===== config.mk =====
export PLATFORM = sky130hd
export DESIGN_NAME = reservation_station
export DESIGN_NICKNAME = d
export VERILOG_FILES = /design/src/rtl/reservation_station.sv
export SDC_FILE = /design/constraint.sdc
export NUM_CORES = 2
export LEC_CHECK = 0
export BUFFER_PORTS_ARGS = -buffer_cell sky130_fd_sc_hd__buf_4
export CAP_MARGIN = 25
export CORE_MARGIN = 2
export CORE_UTILIZATION = 43
export CTS_BUF_LIST = sky130_fd_sc_hd__clkbuf_4
export DETAILED_ROUTE_END_ITERATION = 8
export GPL_TIMING_DRIVEN = 0
export MAX_ROUTING_LAYER = met4
export PLACE_DENSITY = 0.63
export SLEW_MARGIN = 20
export SYNTH_ARGS = -nofsm -noshare
export SYNTH_HDL_FRONTEND = slang
export SYNTH_HIERARCHICAL = 1
export SYNTH_SLANG_ARGS = --single-unit
export TNS_END_PERCENT = 5

===== constraint.sdc =====
create_clock -name clk -period 6.2 [get_ports clk]
set_input_delay 0.93 -clock clk [delete_from_list [all_inputs] [get_ports clk]]
set_output_delay 0.93 -clock clk [all_outputs]
set_load 0.01 [all_outputs]

===== src/rtl/reservation_station.sv =====
// reservation_station: operand-waiting buffer between ROB dispatch and the ALU.
// Build option RS_AGE_EN: oldest-ready-first select with per-entry saturating ages; otherwise lowest ready index wins.

module rs_entry (
  input  logic        clk,
  input  logic        rst,
  input  logic        flush,
  input  logic        alloc,
  input  logic        clr,
  input  logic [4:0]  op_n,
  input  logic [31:0] v1_n,
  input  logic [2:0]  q1_n,
  input  logic [31:0] v2_n,
  input  logic [2:0]  q2_n,
  input  logic [31:0] imm_n,
  input  logic [2:0]  target_n,
  input  logic [2:0]  alu_num,
  input  logic [31:0] alu_value,
  input  logic [2:0]  mem_num,
  input  logic [31:0] mem_value,
  output logic        busy,
  output logic        busy_nxt,
  output logic        ready,
  output logic [4:0]  op,
  output logic [31:0] v1,
  output logic [31:0] v2,
  output logic [31:0] imm,
  output logic [2:0]  target
);
  logic [2:0] q1, q2;

  // Allocation beats issue so an entry freed this edge can be refilled at once.
  assign busy_nxt = !flush && (alloc || (busy && !clr));
  assign ready    = busy && q1 == 3'd0 && q2 == 3'd0;

  always_ff @(posedge clk or posedge rst) begin
    if (rst) begin
      busy   <= 1'b0;
      op     <= 5'h1f;
      v1     <= '0;
      q1     <= '0;
      v2     <= '0;
      q2     <= '0;
      imm    <= '0;
      target <= '0;
    end else begin
      busy <= busy_nxt;
      if (alloc) begin
        op     <= op_n;
        v1     <= v1_n;
        q1     <= q1_n;
        v2     <= v2_n;
        q2     <= q2_n;
        imm    <= imm_n;
        target <= target_n;
      end else if (busy) begin
        if (q1 != 3'd0 && q1 == alu_num) begin
          v1 <= alu_value;
          q1 <= 3'd0;
        end else if (q1 != 3'd0 && q1 == mem_num) begin
          v1 <= mem_value;
          q1 <= 3'd0;
        end
        if (q2 != 3'd0 && q2 == alu_num) begin
          v2 <= alu_value;
          q2 <= 3'd0;
        end else if (q2 != 3'd0 && q2 == mem_num) begin
          v2 <= mem_value;
          q2 <= 3'd0;
        end
      end
    end
  end
endmodule

module reservation_station #(
  parameter int DEPTH = 4,
  parameter int AGE_W = 4
) (
  input  logic        clk,
  input  logic        rst,
  input  logic        flush,
  input  logic [4:0]  op_in,
  input  logic [31:0] value1_in,
  input  logic [31:0] value2_in,
  input  logic [2:0]  query1_in,
  input  logic [2:0]  query2_in,
  input  logic [31:0] imm_in,
  input  logic [2:0]  target_in,
  input  logic [2:0]  alu_num,
  input  logic [31:0] alu_value,
  input  logic [2:0]  mem_num,
  input  logic [31:0] mem_value,
  output logic        rs_full,
  output logic [4:0]  issue_op,
  output logic [31:0] issue_a,
  output logic [31:0] issue_b,
  output logic [31:0] issue_imm,
  output logic [2:0]  issue_target,
  output logic        overflow
);
  localparam int IW = $clog2(DEPTH);
  localparam logic [3:0] FULL_AT = 4'(DEPTH - 1);

  logic [DEPTH-1:0]        busy, busy_nxt, ready, sel_oh, alloc_oh, free;
  logic [DEPTH-1:0][4:0]   ent_op;
  logic [DEPTH-1:0][31:0]  ent_v1, ent_v2, ent_imm;
  logic [DEPTH-1:0][2:0]   ent_target;
  logic [IW-1:0]           sel_idx;
  logic                    found, have_free, do_disp;
  logic [3:0]              cnt;
  logic [2:0]              bq1, bq2;
  logic [31:0]             bv1, bv2;

  // A broadcast in the dispatch cycle would otherwise be missed by the new entry.
  function automatic logic [34:0] capture(input logic [2:0] q, input logic [31:0] v,
                                          input logic [2:0] an, input logic [31:0] av,
                                          input logic [2:0] mn, input logic [31:0] mv);
    if (q != 3'd0 && q == an) return {3'd0, av};
    if (q != 3'd0 && q == mn) return {3'd0, mv};
    return {q, v};
  endfunction

  assign {bq1, bv1} = capture(query1_in, value1_in, alu_num, alu_value, mem_num, mem_value);
  assign {bq2, bv2} = capture(query2_in, value2_in, alu_num, alu_value, mem_num, mem_value);
  assign do_disp = op_in != 5'h1f && !flush;

  for (genvar i = 0; i < DEPTH; i++) begin : g_ent
    rs_entry u_ent (
      .clk(clk), .rst(rst), .flush(flush), .alloc(alloc_oh[i]), .clr(sel_oh[i]),
      .op_n(op_in), .v1_n(bv1), .q1_n(bq1), .v2_n(bv2), .q2_n(bq2),
      .imm_n(imm_in), .target_n(target_in),
      .alu_num(alu_num), .alu_value(alu_value), .mem_num(mem_num), .mem_value(mem_value),
      .busy(busy[i]), .busy_nxt(busy_nxt[i]), .ready(ready[i]),
      .op(ent_op[i]), .v1(ent_v1[i]), .v2(ent_v2[i]), .imm(ent_imm[i]), .target(ent_target[i])
    );
  end

`ifdef RS_AGE_EN
  logic [DEPTH-1:0][AGE_W-1:0] age;
  logic [AGE_W-1:0]            best;

  always_ff @(posedge clk or posedge rst) begin
    if (rst) begin
      age <= '0;
    end else begin
      for (int i = 0; i < DEPTH; i++) begin
        if (alloc_oh[i])                 age[i] <= '0;
        else if (busy[i] && age[i] != '1) age[i] <= age[i] + 1'b1;
      end
    end
  end

  // Strict '>' keeps ties on the lowest index.
  always_comb begin
    found   = 1'b0;
    sel_idx = '0;
    sel_oh  = '0;
    best    = '0;
    for (int i = 0; i < DEPTH; i++) begin
      if (ready[i] && (!found || age[i] > best)) begin
        found   = 1'b1;
        sel_idx = i[IW-1:0];
        sel_oh  = '0;
        sel_oh[i] = 1'b1;
        best    = age[i];
      end
    end
  end
`else
  always_comb begin
    found   = 1'b0;
    sel_idx = '0;
    sel_oh  = '0;
    for (int i = 0; i < DEPTH; i++) begin
      if (ready[i] && !found) begin
        found     = 1'b1;
        sel_idx   = i[IW-1:0];
        sel_oh[i] = 1'b1;
      end
    end
  end
`endif

  always_comb begin
    free      = ~busy | sel_oh;
    alloc_oh  = '0;
    have_free = 1'b0;
    for (int i = 0; i < DEPTH; i++) begin
      if (free[i] && !have_free) begin
        have_free   = 1'b1;
        alloc_oh[i] = do_disp;
      end
    end
  end

  always_comb begin
    cnt = '0;
    for (int i = 0; i < DEPTH; i++) cnt = cnt + {3'd0, busy_nxt[i]};
  end

  // Full asserts one slot early to cover the ROB's one-cycle view lag.
  always_ff @(posedge clk or posedge rst) begin
    if (rst) begin
      rs_full      <= 1'b0;
      overflow     <= 1'b0;
      issue_op     <= 5'h1f;
      issue_target <= '0;
      issue_a      <= '0;
      issue_b      <= '0;
      issue_imm    <= '0;
    end else begin
      rs_full <= cnt >= FULL_AT;
      if (do_disp && !have_free) overflow <= 1'b1;
      if (found && !flush) begin
        issue_op     <= ent_op[sel_idx];
        issue_a      <= ent_v1[sel_idx];
        issue_b      <= ent_v2[sel_idx];
        issue_imm    <= ent_imm[sel_idx];
        issue_target <= ent_target[sel_idx];
      end else begin
        issue_op     <= 5'h1f;
        issue_target <= '0;
      end
    end
  end
endmodule

Word-level counts from Yosys, hierarchy flattened

Cells that the tools add are included.

$lt $le $gt $ge: 2
Reduce and logical (&&, ||, !) cells: 98
Eq/ne operators: 21
Muxes and demuxes: 108
Bitwise operators: 2
Add/sub/neg operators: 3

Operators with widths:

| operator                                             | number |
|---|---|
| 2-to-1 mux 32 bit                                    | 35 |
| 2-to-1 mux 35 bit                                    | 8 |
| binary-select mux 32 bit (select 2 bit)              | 3 |
| 2-to-1 mux 3 bit                                     | 34 |
| == test 3 bit                                        | 20 |
| nonzero test 3 bit                                   | 18 |
| logical AND 1 bit                                    | 45 |
| logical NOT 3 bit                                    | 8 |
| 2-to-1 mux 1 bit                                     | 22 |
| AND reduction 2 bit                                  | 8 |
| logical NOT 1 bit                                    | 11 |
| binary-select mux 5 bit (select 2 bit)               | 1 |
| 2-to-1 mux 5 bit                                     | 2 |
| nonzero test 2 bit                                   | 4 |
| binary-select mux 3 bit (select 2 bit)               | 1 |
| != test 5 bit (second input constant)                | 1 |
| adder 3 x 1 -> 4 bit                                 | 1 |
| >= comparator 4 x 2 -> 1 bit (second input constant) | 1 |
| logical OR 1 bit                                     | 4 |
| 2-to-1 mux 2 bit                                     | 2 |
| NOT 4 bit                                            | 1 |
| OR 4 bit                                             | 1 |
| adder 2 x 1 -> 3 bit                                 | 1 |
| < comparator 2 x 3 -> 1 bit (second input constant)  | 1 |
| adder 1 x 1 -> 2 bit                                 | 1 |

Register bits after elaboration: 550
Input bits: 183

Logic depth before layout (Yosys ltp)

Depth after elaboration: 28
Gate-level depth with buffers: 17

Cells and area by module

The synthesis kept the hierarchy.

By module, submodules not included:

| module              | area each (um^2) | cells an instance | times used | seq. area each (um^2) |
|---|---|---|---|---|
| rs_entry            | 5780.5           | 477               | 4          | 2783.9 |
| reservation_station | 7821.3           | 872               | 1          | 2658.8 |

Least setup slack after synthesis

OpenSTA, ideal clock, no wires.

Path kind: reg2reg
Start point: register g_ent[2].u_ent.q1[0]
End point: register rs_full
Stages on the path, launching flop included: 18
Data arrival time: 3693 ps
Setup time: 118 ps
Setup slack: 2389 ps
Path through: dfrtp_1 nor2_1 and4_1 clkbuf_1 clkbuf_1 buf_1 a21boi_0 nand4_1 nor2b_1 clkbuf_1 buf_6 buf_1 a21oi_1 nor2_1 fa_1 ha_1 ha_1 a21o_1

Word-level cells in the longest chain between the ends: 15

RTL lines:

| element                                       | RTL line | text |
|---|---|---|
| from (decl)                                   | 30       | `logic [2:0] q1, q2;` |
| from (signal assigned)                        | 51       | `q1 <= q1_n;` |
| logical NOT 3 bit (*)                         | 34       | `assign ready = busy && q1 == 3'd0 && q2 == 3'd0;` |
| logical AND 1 bit (*) (2 in a row)            | 34       |  |
| net ready[2]                                  | 105      | `logic [DEPTH-1:0] busy, busy_nxt, ready, sel_oh, alloc_oh, free;` |
| logical AND 1 bit (*)                         | 176      | `if (ready[i] && !found) begin` |
| 2-to-1 mux 1 bit                              | 176      |  |
| logical NOT 1 bit or OR 4 bit (tied branches) | 176, 186 |  |
| logical AND 1 bit (on tied branches)          | 176, 190 |  |
| 2-to-1 mux 1 bit (on tied branches)           | 176, 190 |  |
| OR 4 bit (*)                                  | 186      | `free = ~busy \| sel_oh;` |
| logical AND 1 bit (*)                         | 190      | `if (free[i] && !have_free) begin` |
| 2-to-1 mux 1 bit (*)                          | 190      |  |
| net alloc_oh[3]                               | 105      |  |
| logical OR 1 bit (*)                          | 33       | `assign busy_nxt = !flush && (alloc \|\| (busy && !clr));` |
| logical AND 1 bit (*)                         | 33       |  |
| net busy_nxt[3]                               | 105      |  |
| adder 3 x 1 -> 4 bit (*)                      | 199      | `for (int i = 0; i < DEPTH; i++) cnt = cnt + {3'd0, busy_nxt[i]};` |
| >= comparator 4 x 2 -> 1 bit (*)              | 213      | `rs_full <= cnt >= FULL_AT;` |
| to (signal assigned)                          | 205      | `rs_full <= 1'b0;` |
| to (signal assigned)                          | 213      |  |
| to (decl)                                     | 94       | `output logic rs_full,` |

The timed path passes the listed nets; every way through them passes the cells marked *.
A chain may end at the register's enable or synchronous reset.

Worst setup path in the final report

Start point: register g_ent[2].u_ent.busy
End point: register rs_full

RTL lines:

| element                        | RTL line | text |
|---|---|---|
| from (decl)                    | 21       | `output logic busy,` |
| from (signal assigned)         | 47       | `busy <= busy_nxt;` |
| logical AND 1 bit (2 in a row) | 34       |  |
| net ready[2]                   | 105      |  |
| logical AND 1 bit              | 176      |  |
| 2-to-1 mux 1 bit               | 176      |  |
| OR 4 bit                       | 186      |  |
| logical AND 1 bit              | 190      |  |
| 2-to-1 mux 1 bit               | 190      |  |
| net alloc_oh[2]                | 105      |  |
| logical OR 1 bit               | 33       |  |
| logical AND 1 bit              | 33       |  |
| net busy_nxt[2]                | 105      |  |
| adder 2 x 1 -> 3 bit           | 199      |  |
| adder 3 x 1 -> 4 bit           | 199      |  |
| >= comparator 4 x 2 -> 1 bit   | 213      |  |

The timed path passes the listed nets, and every way through them passes these cells.

==> summary.txt <==
Clock tree
  • Clock slew at reported path FFs: roughly 70 ps
  • CTS buffer count: ~150
  • Clock root cell: clkbuf_4
  • Worst-Skew Late Latency: 1000 ps
  • Setup bufs post-CTS: 0
  • Clk buf depth: 3
  • CTS tree: built
  • Post-cts resize count: 0
  • Clock sinks: between 500 and 600
  • Htree depth: 4

Placement
  • Dpl cell area: roughly 0.035 mm2
  • HPWL after DPL: around 83 mm
  • Final GP Congestion: 0.931
  • Buffers added on ports: around 290

Routing
  • DR top layer: met4
  • Met1 wire length: ~48 mm
  • DRC Markers: 0
  • Drt total wl: roughly 120 mm
  • Antenna-violating nets left: 1
  • DR iter-0 viols: between 2000 and 3000
  • Routed len/inst: 27.3 um
  • Routed met2 length: about 54 mm
  • Wire length on met3: 10.5 mm
  • DR vias: ~26000
  • Pre-antenna DRT Iters: 8
  • Vias per cell: just over 6

Floorplanning
  • Die H: approximately 270 um
  • # IOs: approximately 290
  • Row Count: 98
  • Chip width: approximately 270 um
  • Die area: ~0.074 mm2
  • Initial Utilization: 43.4%
  • Placeable Area: slightly above 0.07 mm2

Logic synthesis
  • Post-synth net total: approximately 3000
  • EDFF count, synth: 0
  • Cell variety after synth: 50
  • Post-synthesis sequential area ratio: between 40 and 50%
  • Top FF cell, synth: dfrtp_1
  • Synth async-reset ratio: 100%
  • Yosys Warn Count: 6
  • Syn Std Cell Area: 0.0309 mm2
  • Synthesized flop and latch total: 550
  • Synth Instances: approximately 2800
  • Avg Cell Area, Syn: roughly 11 um2

Timing
  • Fin crit share: a little over nine tenths
  • FMAX: 167 MHz
  • RSZ-0062 raised after global routing: false
  • Clock skew: approximately 53 ps
  • Final min period: approximately 6000 ps
  • Hold_ws: roughly 190 ps
  • Relative slew slack: between 20 and 25%
  • Worst Tran Pin Value: approximately 1100 ps
  • Final slew viol count: 0
  • # setup viols final: 0
  • Final-report hold violation count: 0

Global routing
  • GR Util All Layers: 32.3%
  • First-pass GRT wire length: 173 mm
  • Largest net degree at the start of global routing: 77
  • Antenna violations before repair: 6
  • Vias in the first global route: between 20000 and 30000
  • GR Overflow Total: 0

Setup path
  • Startpoint Class: register
  • Setup crit end kind: register
  • Crit path DAT: ~7000 ps
  • Crit path kind: reg -> reg
  • Peak fanout along the critical path: 10
  • CP required: approximately 7100 ps

Cells and area
  • Share of layout cells above drive strength 1: 35.4%
  • Area growth syn-to-layout: 18.3%
  • Final Net Count: 3425
  • Fin area: roughly 0.037 mm2

Pwr
  • Max VDD drop: about 0.20 mV
  • Power density over cell area: around 350 mW/mm2
  • Pleak: ~16 nW

Flow run
  • MaxCap Viol Count: 0

Status
  • Failing checks: antenna violations
  • Status: finished, violations left

Worst hold path
  • Hold crit path type: in -> reg
==> flip-flops by register name (all words and copies together) (netlist names), 12 cells and up <==
register            cells
g_ent.u_ent/q2         12
g_ent.u_ent/v2        128
g_ent.u_ent/target     12
issue_b                32
g_ent.u_ent/op         20
g_ent.u_ent/q1         12
g_ent.u_ent/v1        128
issue_imm              32
g_ent.u_ent/imm       128
issue_a                32
==> where the power goes <==
part | switching, mW | total (mW) | internal (mW)
Sequential | 0.672 | 5.39 | 4.72
Combinational | 2.07 | 3.91 | 1.84
Clock | 1.63 | 3.40 | 1.76
Total | 4.38 | 12.7 | 8.31
==> layer usage <==
metal  up-vias  track usage [%]
li1      11200                -
met1     13400             39.3
met2      1338             49.1
met3       290             9.29
met4         0             15.7
met5         -                -
==> cells by family after synthesis <==
logic type	share of synthesized area (%)
XOR/XNOR	1.42
adder cells (fa/ha/maj)	0.146
AO/OA/AOI/OAI	14.5
buffers and inverters	5.84
flip-flops	44.6
multiplexers	26.4
AND/OR/NAND/NOR	7.08
==> final timing paths <==
kind	start	slack [ps]	cells past startpoint	end
worst min register to register	g_ent[0].u_ent/v1[20]	480	2	g_ent[0].u_ent/v1[20]
worst min-delay path	imm_in[31]	190	2	g_ent[2].u_ent/imm[31]
min in group asynchronous	rst	600	3	g_ent[1].u_ent/q1[0]
worst max-delay path	g_ent[2].u_ent/busy	220	14	rs_full
worst max register to register	g_ent[2].u_ent/busy	220	14	rs_full
max in group asynchronous	rst	4720	4	issue_b[13]
==> worst max-delay path, cell delays in order, from the launching register on <==
cell      delay [ps]
dfrtp_1          550
and4_1           340
clkbuf_1         690
clkbuf_1         630
buf_1            630
a21boi_0         270
and4b_1          310
clkbuf_1         400
buf_6            330
buf_1            830
a21oi_1           70
nor2_1           200
ha_1             180
ha_1             230
a21o_1           190
==> final cells by class <==
cell class	count	area (um2)
fill	6441	34800
multi-input combinational	1973	15300
sequential	550	13800
timing repair buffer	306	2460
buffer	234	1720
clock buffer	214	1610
tap	950	1190
clock inverter	50	339
inverter	23	121
antenna	12	30.0
==> stage by stage <==
step | instances | power (mW) | util [%] | setup slack [ps] | TNS, ps
2_1_floorplan | 2780 | 7.63 | - | 2350 | 0
3_3_place_gp | 4018 | 9.08 | 48.1 | -283 | -81480
3_5_place_dp | 4032 | 9.29 | 48.5 | 496 | 0
4_1_cts | 4297 | 12.7 | 51.2 | 469 | 0
5_1_grt | 4306 | 13.4 | 51.3 | 170 | 0
6_report | 4312 | 12.7 | 51.3 | 216 | 0
==> Yosys cell counts (19+ instances only) <==
library cell / number / area share [%]
a21oi_1: 106 / 1.7
a222oi_1: 95 / 3.1
a22o_1: 122 / 3.5
a31oi_1: 33 / 0.67
buf_1: 19 / 0.23
buf_6: 46 / 1.7
buf_8: 24 / 1.2
clkbuf_1: 100 / 1.2
dfrtp_1: 525 / 42
dfstp_2: 25 / 2.1
inv_1: 23 / 0.28
mux2_2: 426 / 16
mux2_4: 54 / 2.6
mux2i_1: 256 / 8.3
nand2_1: 324 / 3.9
nor2_1: 148 / 1.8
o21ai_0: 176 / 2.8
o21ai_1: 88 / 1.4
xor2_1: 48 / 1.4
==> layout by cell type, fill, tap and decap left out, types with 5 or more instances in the layout <==
| master | count |
|---|---|
| dfrtp_1 | 525 |
| mux2_2 | 426 |
| nand2_1 | 324 |
| buf_4 | 289 |
| mux2i_1 | 256 |
| clkbuf_4 | 215 |
| o21ai_0 | 176 |
| nor2_1 | 148 |
| a22o_1 | 122 |
| a21oi_1 | 106 |
| clkbuf_1 | 98 |
| a222oi_1 | 95 |
| o21ai_1 | 88 |
| mux2_4 | 54 |
| buf_6 | 51 |
| xor2_1 | 48 |
| a31oi_1 | 33 |
| clkinv_1 | 31 |
| buf_8 | 27 |
| dfstp_2 | 25 |
| buf_1 | 19 |
| inv_1 | 18 |
| clkbuf_2 | 18 |
| clkbuf_8 | 16 |
| diode_2 | 12 |
| buf_2 | 12 |
| nor3_1 | 11 |
| o21bai_1 | 9 |
| a22oi_1 | 8 |
| nor4_4 | 8 |
| a2111oi_0 | 8 |
| a221oi_2 | 8 |
| and3_1 | 7 |
| nor2b_1 | 6 |
| buf_16 | 6 |
| a221oi_1 | 5 |
| clkinv_2 | 5 |
==> timing repair <==
| item | in CTS | in global routing |
|---|---|---|
| endpoints found under the hold margin | 113 | 0 |
| hold buffers | 1 | 0 |
| endpoints found under the setup margin | 0 | 0 |
No activity file was read; power rests on OpenSTA's default activity.
